`config.mk`:
```
export PLATFORM = sky130hd
export DESIGN_NAME = button_bounce_gen_flat
export DESIGN_NICKNAME = d
export VERILOG_FILES = /design/src/rtl/button_bounce_gen_if.sv /design/src/rtl/button_bounce_gen.sv /design/src/flat_wrapper.sv
export SDC_FILE = /design/constraint.sdc
export NUM_CORES = 1
export LEC_CHECK = 0
export CAP_MARGIN = 20
export CORE_MARGIN = 2
export CORE_UTILIZATION = 44
export DETAILED_ROUTE_END_ITERATION = 7
export SLEW_MARGIN = 10
export SYNTH_ARGS = -nofsm -noshare
export SYNTH_HDL_FRONTEND = slang
export SYNTH_SLANG_ARGS = --single-unit
export TNS_END_PERCENT = 10
```
`constraint.sdc`:
```
create_clock -name clk -period 4.44 [get_ports clk]
set_clock_uncertainty 0.2 [all_clocks]
set_input_delay 0.888 -clock clk [delete_from_list [all_inputs] [get_ports clk]]
set_output_delay 0.888 -clock clk [all_outputs]
set_load 0.05 [all_outputs]
```
`src/rtl/button_bounce_gen_if.sv`:
```
// button_bounce_gen_if
//   Press-request / bouncy-level bundle for the button emulator.
//   master : stimulus side (drives start, hold_cycles; observes the rest)
//   slave  : button_bounce_gen side
//   start        press request, sampled every clk
//   hold_cycles  stable-pressed duration, latched when start is accepted
//   btn_out      bouncy button level (1 = pressed)
//   busy         press sequence in progress
//   done         one-cycle pulse at the end of a sequence
//   toggle_cnt   bounce toggles in the current/last sequence (saturating)
interface button_bounce_gen_if #(
  parameter int HOLD_W = 24
);
  logic              start;
  logic [HOLD_W-1:0] hold_cycles;
  logic              btn_out;
  logic              busy;
  logic              done;
  logic [7:0]        toggle_cnt;

  modport master (output start, hold_cycles, input btn_out, busy, done, toggle_cnt);
  modport slave  (input start, hold_cycles, output btn_out, busy, done, toggle_cnt);
endinterface

```
`src/rtl/button_bounce_gen.sv`:
```
// button_bounce_gen
//   Mechanical push-button emulator. A clean press request becomes a level
//   that bounces pseudo-randomly for BOUNCE_CYCLES clocks on press, stays at
//   1 for H clocks, then bounces for BOUNCE_CYCLES clocks on release.
//   With t0 the edge that accepts start:
//     btn_out rises at t0, is solidly 1 from t0+BOUNCE_CYCLES,
//     falls at t0+BOUNCE_CYCLES+H, done pulses at t0+2*BOUNCE_CYCLES+H.
//   Ports:
//     clk    system clock, rising edge
//     rst_n  asynchronous active-low reset
//     bus    button_bounce_gen_if.slave (start, hold_cycles in;
//            btn_out, busy, done, toggle_cnt out, all registered)
module button_bounce_gen #(
  parameter int          BOUNCE_CYCLES = 20000,
  parameter int          TOGGLE_BITS   = 8,
  parameter int          HOLD_W        = 24,
  parameter logic [15:0] LFSR_SEED     = 16'hACE1
) (
  input  logic                clk,
  input  logic                rst_n,
  button_bounce_gen_if.slave  bus
);

  localparam int BW = $clog2(BOUNCE_CYCLES + 1);
  localparam int GW = TOGGLE_BITS + 1;
  localparam logic [BW-1:0] BOUNCE_LD = BW'(BOUNCE_CYCLES);

  typedef enum logic [1:0] {IDLE, PRESS_BOUNCE, HELD, RELEASE_BOUNCE} state_e;

  state_e            state_q;
  logic [15:0]       lfsr_q, lfsr_d;
  logic [GW-1:0]     gap_rand, gap_cnt_q;
  logic [BW-1:0]     bounce_cnt_q;
  logic [HOLD_W-1:0] hold_q, hold_cnt_q;
  logic              btn_q, busy_q, done_q;
  logic [7:0]        tc_q;

  // Galois form of x^16+x^14+x^13+x^11+1, shifting right.
  assign lfsr_d   = lfsr_q[0] ? ((lfsr_q >> 1) ^ 16'hB400) : (lfsr_q >> 1);
  // Gap is never 0, so at most one toggle per clock.
  assign gap_rand = GW'(lfsr_q[TOGGLE_BITS-1:0]) + GW'(1);

  always_ff @(posedge clk or negedge rst_n) begin
    if (!rst_n) begin
      state_q      <= IDLE;
      lfsr_q       <= LFSR_SEED;
      gap_cnt_q    <= '0;
      bounce_cnt_q <= '0;
      hold_q       <= '0;
      hold_cnt_q   <= '0;
      btn_q        <= 1'b0;
      busy_q       <= 1'b0;
      done_q       <= 1'b0;
      tc_q         <= '0;
    end else begin
      lfsr_q <= lfsr_d;
      done_q <= 1'b0;
      case (state_q)
        IDLE: begin
          if (bus.start) begin
            // A zero hold would never reach the hold_cnt==1 exit; use 1.
            hold_q       <= (bus.hold_cycles == '0) ? HOLD_W'(1) : bus.hold_cycles;
            btn_q        <= 1'b1;
            busy_q       <= 1'b1;
            tc_q         <= '0;
            bounce_cnt_q <= BOUNCE_LD;
            gap_cnt_q    <= gap_rand;
            state_q      <= PRESS_BOUNCE;
          end
        end
        PRESS_BOUNCE, RELEASE_BOUNCE: begin
          bounce_cnt_q <= bounce_cnt_q - BW'(1);
          gap_cnt_q    <= gap_cnt_q - GW'(1);
          if (bounce_cnt_q == BW'(1)) begin
            // Window end forces the settled level whatever the toggle parity.
            if (state_q == PRESS_BOUNCE) begin
              btn_q      <= 1'b1;
              hold_cnt_q <= hold_q;
              state_q    <= HELD;
            end else begin
              btn_q   <= 1'b0;
              done_q  <= 1'b1;
              busy_q  <= 1'b0;
              state_q <= IDLE;
            end
          end else if (gap_cnt_q == GW'(1)) begin
            btn_q     <= ~btn_q;
            gap_cnt_q <= gap_rand;
            if (tc_q != 8'hFF) tc_q <= tc_q + 8'd1;
          end
        end
        HELD: begin
          hold_cnt_q <= hold_cnt_q - HOLD_W'(1);
          if (hold_cnt_q == HOLD_W'(1)) begin
            btn_q        <= 1'b0;
            bounce_cnt_q <= BOUNCE_LD;
            gap_cnt_q    <= gap_rand;
            state_q      <= RELEASE_BOUNCE;
          end
        end
        default: state_q <= IDLE;
      endcase
    end
  end

  assign bus.btn_out    = btn_q;
  assign bus.busy       = busy_q;
  assign bus.done       = done_q;
  assign bus.toggle_cnt = tc_q;

endmodule

```
`src/flat_wrapper.sv`:
```
// flat-port wrapper written by rule: the top's interface ports become plain ports
module button_bounce_gen_flat 
#(
  parameter int          BOUNCE_CYCLES = 20000,
  parameter int          TOGGLE_BITS   = 8,
  parameter int          HOLD_W        = 24,
  parameter logic [15:0] LFSR_SEED     = 16'hACE1
)
  (clk, rst_n, bus_start, bus_hold_cycles, bus_btn_out, bus_busy, bus_done, bus_toggle_cnt);
  button_bounce_gen_if #(.HOLD_W(HOLD_W)) bus_i ();
  input  logic clk;
  input  logic rst_n;
  input wire logic [$bits(bus_i.start)-1:0] bus_start;
  input wire logic [$bits(bus_i.hold_cycles)-1:0] bus_hold_cycles;
  output wire logic [$bits(bus_i.btn_out)-1:0] bus_btn_out;
  output wire logic [$bits(bus_i.busy)-1:0] bus_busy;
  output wire logic [$bits(bus_i.done)-1:0] bus_done;
  output wire logic [$bits(bus_i.toggle_cnt)-1:0] bus_toggle_cnt;
  assign bus_i.start = bus_start;
  assign bus_i.hold_cycles = bus_hold_cycles;
  assign bus_btn_out = bus_i.btn_out;
  assign bus_busy = bus_i.busy;
  assign bus_done = bus_i.done;
  assign bus_toggle_cnt = bus_i.toggle_cnt;
  button_bounce_gen #(.BOUNCE_CYCLES(BOUNCE_CYCLES), .TOGGLE_BITS(TOGGLE_BITS), .HOLD_W(HOLD_W), .LFSR_SEED(LFSR_SEED)) u_core (.clk(clk), .rst_n(rst_n), .bus(bus_i));
endmodule
```
==> flow_summary.json, run 1 <==
{
  "run_status": "finished clean",
  "fin_nets": 598,
  "track_usage_pct": 19.80,
  "maxCapViolations": 0,
  "worstPathRequired_ps": 4520,
  "async_flop_share_pct": 100.0,
  "cts_root_buf": "clkbuf_16",
  "grt_max_degree": 71,
  "setup_tns_ps": 0,
  "placed_cell_area_um2": 5778,
  "dieArea_um2": 12920,
  "path_class": "flop to flop",
  "clock_latency_ps": 350,
  "initial_core_util_pct": 44.61,
  "fill_cells": 1089,
  "ant_nets": 0,
  "worst_pin_slew_ps": 918.4,
  "via_count": 4319,
  "fin_cells": 711,
  "antenna_found_initial": 0,
  "slowest_delay_ps": 690,
  "pin_count": 38,
  "synthCells": 527,
  "gr-total-overflow": 0,
  "slowest_stage": "or4_1",
  "dpl.cell_count": 693,
  "wire_per_inst_um": 17.39,
  "insertedDiodeCount": 0,
  "synth_fp_nets": 566,
  "drive_gt1_share_pct": 13.12,
  "netlist_area_um2": 5291,
  "avgSynthCellArea_um2": 10.04,
  "fin_crit_ps": 2989,
  "maxSlewHeadroom_pct": 38.77,
  "synth-edff-count": 0,
  "path_clk_slew_ps": 70,
  "numCtsBuffers": 9,
  "worstHoldPathType": "flop to flop",
  "synthFlopType": "dfrtp_1",
  "post-route-period-util_pct": 67.31,
  "drc": 0,
  "portBuffers": 37,
  "post-cts-setup-buffers": 0,
  "postLayoutCellArea_um2": 6113,
  "ctsHoldBuffers": 0,
  "rsz0062_at_grt": "false",
  "ys_seq_elements": 101,
  "synthToLayoutAreaGrowth_pct": 15.54,
  "grt_pass1_wl_mm": 20.20,
  "row_count": 40,
  "clk_path_buf_depth": 2,
  "setup_viol": 0,
  "hpwlAfterDp_mm": 8.259,
  "drt_pass1_iterations": 5,
  "cts.sinks": 101,
  "power.leakage_nw": 2.542,
  "drv_slew": 0,
  "grt_pass1_vias": 4101,
  "cp_cell_sequence": "or4_1 -> or3_4 -> o32a_1 -> or3_1 -> o21ai_2",
  "first_iter_violations": 327,
  "synth_cell_types": 62,
  "cts-resized-gates": 0,
  "core-area_um2": 11860,
  "ys_seq_area_share_pct": 47.95,
  "cts_tree": "yes",
  "hold_viol_final": 0,
  "wirelength_mm": 12.36,
  "endpoint_kind": "flop",
  "h-tree-depth": 3,
  "via_per_inst": 6.075,
  "max_freq_mhz": 334.6,
  "power_density_nw_per_um2": 289.1,
  "gp_congestion": 0.8522,
  "peakVddDrop_uv": 209.0,
  "setup.worst_path.start_class": "flop",
  "die_h_um": 113.7,
  "yosysWarningCount": 0,
  "final_util_pct": 51.54,
  "die_w_um": 113.7,
  "totalPowerFinal_mw": 1.767,
  "crit_fanout": 19,
  "arrival_ps": 3070
}
-- sequential cells by signal, summed over array words and instances, names as in the netlist --
name                   flops
u_core.gap_cnt_q           9
u_core.lfsr_q             16
u_core.bus.busy            1
u_core.state_q             2
u_core.bus.toggle_cnt      8
u_core.bounce_cnt_q       15
u_core.hold_q             24
u_core.bus.done            1
u_core.bus.btn_out         1
u_core.hold_cnt_q         24
-- final timing paths --
check,from,end,slack (ps),depth (start not counted)
worst max-delay path,u_core.hold_cnt_q[10],u_core.bounce_cnt_q[1],1450,5
min in group asynchronous,rst_n,u_core.lfsr_q[2],460,1
worst min-delay path,u_core.lfsr_q[12],u_core.lfsr_q[11],150,0
worst max register to register,u_core.hold_cnt_q[10],u_core.bounce_cnt_q[1],1450,5
worst min register to register,u_core.lfsr_q[12],u_core.lfsr_q[11],150,0
max in group asynchronous,rst_n,u_core.lfsr_q[10],2720,2
-- kinds of logic (layout without fill, tap and decap cells) --
| logic type | after synthesis | after routing | synth area share, % |
|---|---|---|---|
| xor+xnor | 9 | 9 | 1.490 |
| buf+inv | 42 | 79 | 3.570 |
| fa+ha+maj | 12 | 12 | 2.837 |
| simple gates | 181 | 181 | 18.92 |
| flops | 101 | 101 | 47.95 |
| mux | 34 | 34 | 6.976 |
| compound gates | 148 | 148 | 18.26 |
-- synthesized netlist by cell type, drive strengths merged (3+ instances only) --
library cell	count	area [um^2]
dfrtp	93	2327
o21ai	45	229.0
nor2	33	126.4
a21oi	31	155.2
nand2	27	103.9
mux2	23	259.0
clkbuf	20	75.07
nor3	19	95.09
o22ai	19	118.9
nor4	17	106.4
nand4	16	100.1
inv	15	56.30
nand3	15	75.07
ha	12	150.1
or4	12	93.84
mux2i	11	110.1
nand2b	10	62.56
o31ai	10	80.07
and4	8	70.07
dfstp	8	210.2
buf	7	57.54
a31oi	6	37.54
and2	5	31.28
o41ai	5	51.30
or3	5	36.28
xor2	5	43.79
a22oi	4	30.03
xnor2	4	35.03
a21boi	3	22.52
a22o	3	26.28
a31o	3	26.28
a41o	3	30.03
and3	3	18.77
nor3b	3	22.52
-- metrics by stage --
stage                     worst slack (ps)  hold slack [ps]
after floorplan                       1808            131.2
after global placement                1282            134.6
after detailed placement              1233            139.5
after CTS                             1432            157.1
after global routing                  1354            160.7
final                                 1451            153.1
-- cells in the final DEF, fill, tap and decap left out, drive strengths merged, types with 6 or more instances in the layout --
cell type,count
clkbuf,9
o31ai,10
a21oi,31
nor4,17
nand3,15
mux2,23
or4,12
o22ai,19
mux2i,11
o21ai,45
nand2b,10
ha,12
inv,16
clkdlybuf4s50,36
dfrtp,93
dfstp,8
and4,8
a31oi,6
buf,12
nand4,16
nand2,27
nor3,19
nor2,33
-- area by class of cell --
class,instances,area [um^2],area share [%]
inverters,15,56.30,0.9210
repair buffers,48,470.5,7.695
multi-input cells,384,2565,41.96
well taps,147,183.9,3.009
clock buffers,9,225.2,3.684
flip-flops and latches,101,2537,41.51
clock inverters,7,75.07,1.228
-- worst max-delay path, delay by kind of cell, from the launching register on --
kind / cells / cell delay [ps]
AND/OR/NAND/NOR: 3 / 1580
flip-flops: 1 / 420
AO/OA/AOI/OAI: 2 / 700
-- where the power goes --
part           leakage [nW]  switching (mW)  total [mW]  internal, mW
Clock                 0.150           0.360       0.800         0.440
Sequential             1.22               0       0.920         0.920
Combinational          1.18          0.0257      0.0479        0.0221
-- metal layers --
layer,part of all wire (%),global-route usage (%),up-vias
li1,-,-,2071
met5,0,0,-
met1,45,25.53,2137
met4,1.6,7.967,0
met3,3.8,3.985,16
met2,49,32.89,95
Power figures use the tool's default switching activity.
==> run 2, diff against run 1 <==
Clock period 4.44 ns to 3 ns, I/O delays scaled along.
==> flow_summary.json, run 2 (same netlist as run 1, synthesis figures left out) <==
{
  "run_status": "finished clean",
  "crit_fanout": 11,
  "hold_viol_final": 0,
  "grt_max_degree": 60,
  "rrSetupSlack_ps": 230,
  "hpwlAfterDp_mm": 8.927,
  "antenna_found_initial": 0,
  "maxCapViolations": 0,
  "layout_common_cells": "dfrtp_1 (93), o21ai_0 (37), clkdlybuf4s50_1 (36)",
  "rsz0062_at_grt": "false",
  "power_density_nw_per_um2": 442.2,
  "synthToLayoutAreaGrowth_pct": 18.56,
  "hold_depth": 0,
  "grt_pass1_vias": 4274,
  "gp_congestion": 0.8610,
  "worst_pin_slew_ps": 717.9,
  "peakVddDrop_uv": 360.7,
  "row_count": 40,
  "wire_per_inst_um": 17.30,
  "largestRegisters": "u_core.hold_cnt_q (24), u_core.hold_q (24), u_core.lfsr_q (16)",
  "path_buf_inv": 1,
  "placed_cell_area_um2": 5923,
  "cts_tree": "yes",
  "post-cts-setup-buffers": 0,
  "gr-total-overflow": 0,
  "numCtsBuffers": 9,
  "max_freq_mhz": 361.3,
  "drt_pass1_iterations": 4,
  "portBuffers": 37,
  "wirelength_mm": 12.56,
  "slowest_stage": "or4_1",
  "ant_nets": 0,
  "clk_path_buf_depth": 2,
  "cts_root_buf": "clkbuf_16",
  "core-area_um2": 11860,
  "cp.depth": 6,
  "track_usage_pct": 20.62,
  "clock_latency_ps": 350,
  "arrival_ps": 2790,
  "post-route-period-util_pct": 92.25,
  "via_count": 4270,
  "totalPowerFinal_mw": 2.774,
  "maxSlewHeadroom_pct": 51.82,
  "endpoint_kind": "flop",
  "worstHoldPathType": "flop to flop",
  "drv_slew": 0,
  "insertedDiodeCount": 0,
  "h-tree-depth": 3,
  "grt_pass1_wl_mm": 21.16,
  "cp_cell_sequence": "or4_1 -> or3_4 -> o32a_1 -> buf_4 -> o21ai_0 -> o41ai_1",
  "setup_tns_ps": 0,
  "via_per_inst": 5.882,
  "drive_gt1_share_pct": 14.85,
  "fill_cells": 1060,
  "worstRegToRegCells": 6,
  "die_w_um": 113.7,
  "pin_count": 38,
  "first_iter_violations": 182,
  "postLayoutCellArea_um2": 6274,
  "fin_crit_ps": 2767,
  "path_clk_slew_ps": 70,
  "final_common_cell": "dfrtp_1",
  "cts.sinks": 101,
  "path_class": "flop to flop",
  "initial_core_util_pct": 44.61,
  "setup.worst_path.start_class": "flop",
  "setup_viol": 0,
  "slowest_delay_ps": 550,
  "place_ws_ps": 206.2,
  "drc": 0,
  "postLayoutSetupSlackWorst_ps": 232.6,
  "worstPathRequired_ps": 3030,
  "die_h_um": 113.7,
  "dieArea_um2": 12920,
  "cts-resized-gates": 0,
  "power.leakage_nw": 2.623,
  "fin_nets": 613,
  "cp_top_family": "simple AND/OR/NAND/NOR gates"
}
## run 2: cell count changes in the layout (fill, tap and decap cells not counted)
cell           change
clkinv_2           -2
buf_4             +13
buf_12             +2
dlygate4sd3_1      +1
buf_16             -1
bufinv_16          +2
clkinv_4           -3
clkbuf_1           +2
inv_6              +1
## run 2: what timing repair did
item,in CTS,in global routing
hold endpoints to repair,10,0
setup endpoints to repair,0,0
hold buffers,1,0
## run 2: worst paths after layout
check,start,to
max,u_core.hold_cnt_q[15],u_core.bounce_cnt_q[7]
max reg2reg,u_core.hold_cnt_q[15],u_core.bounce_cnt_q[7]
min,u_core.lfsr_q[12],u_core.lfsr_q[11]
max in group asynchronous,rst_n,u_core.bounce_cnt_q[5]
min reg2reg,u_core.lfsr_q[12],u_core.lfsr_q[11]
min in group asynchronous,rst_n,u_core.state_q[0]
## run 2: routing by layer
| metal | up-vias | wire [um] | global-route usage [%] |
|---|---|---|---|
| met3 | 19 | 416 | 5.367 |
| met2 | 69 | 6276 | 34.13 |
| met1 | 2085 | 5578 | 26.46 |
| met5 | - | 0 | 0 |
| li1 | 2097 | - | - |
| met4 | 0 | 287 | 6.911 |
## run 2: report_power, final
| part | total [mW] | internal, mW | switching (mW) |
|---|---|---|---|
| Clock | 1.34 | 0.822 | 0.517 |
| Sequential | 1.36 | 1.36 | 0 |
| Combinational | 0.0737 | 0.0359 | 0.0378 |
## run 2: cell type report
type                       instances  area, um^2  share of cell area, %
multi-input combinational        384        2565                  40.89
sequential                       101        2537                  40.45
timing repair buffer              63       590.6                  9.414
clock buffer                      11       232.7                  3.710
tap                              147       183.9                  2.932
clock inverter                     5       107.6                  1.715
inverter                          15       56.30                 0.8975
## run 2: metrics by stage
step,utilization [%],hold WS [ps],std cells
global route,52.89,181.5,726
floorplan,-,104.4,527
CTS,52.89,168.8,726
detailed placement,49.94,144.8,709
global placement,49.94,132.3,709
finish,52.89,161.1,726
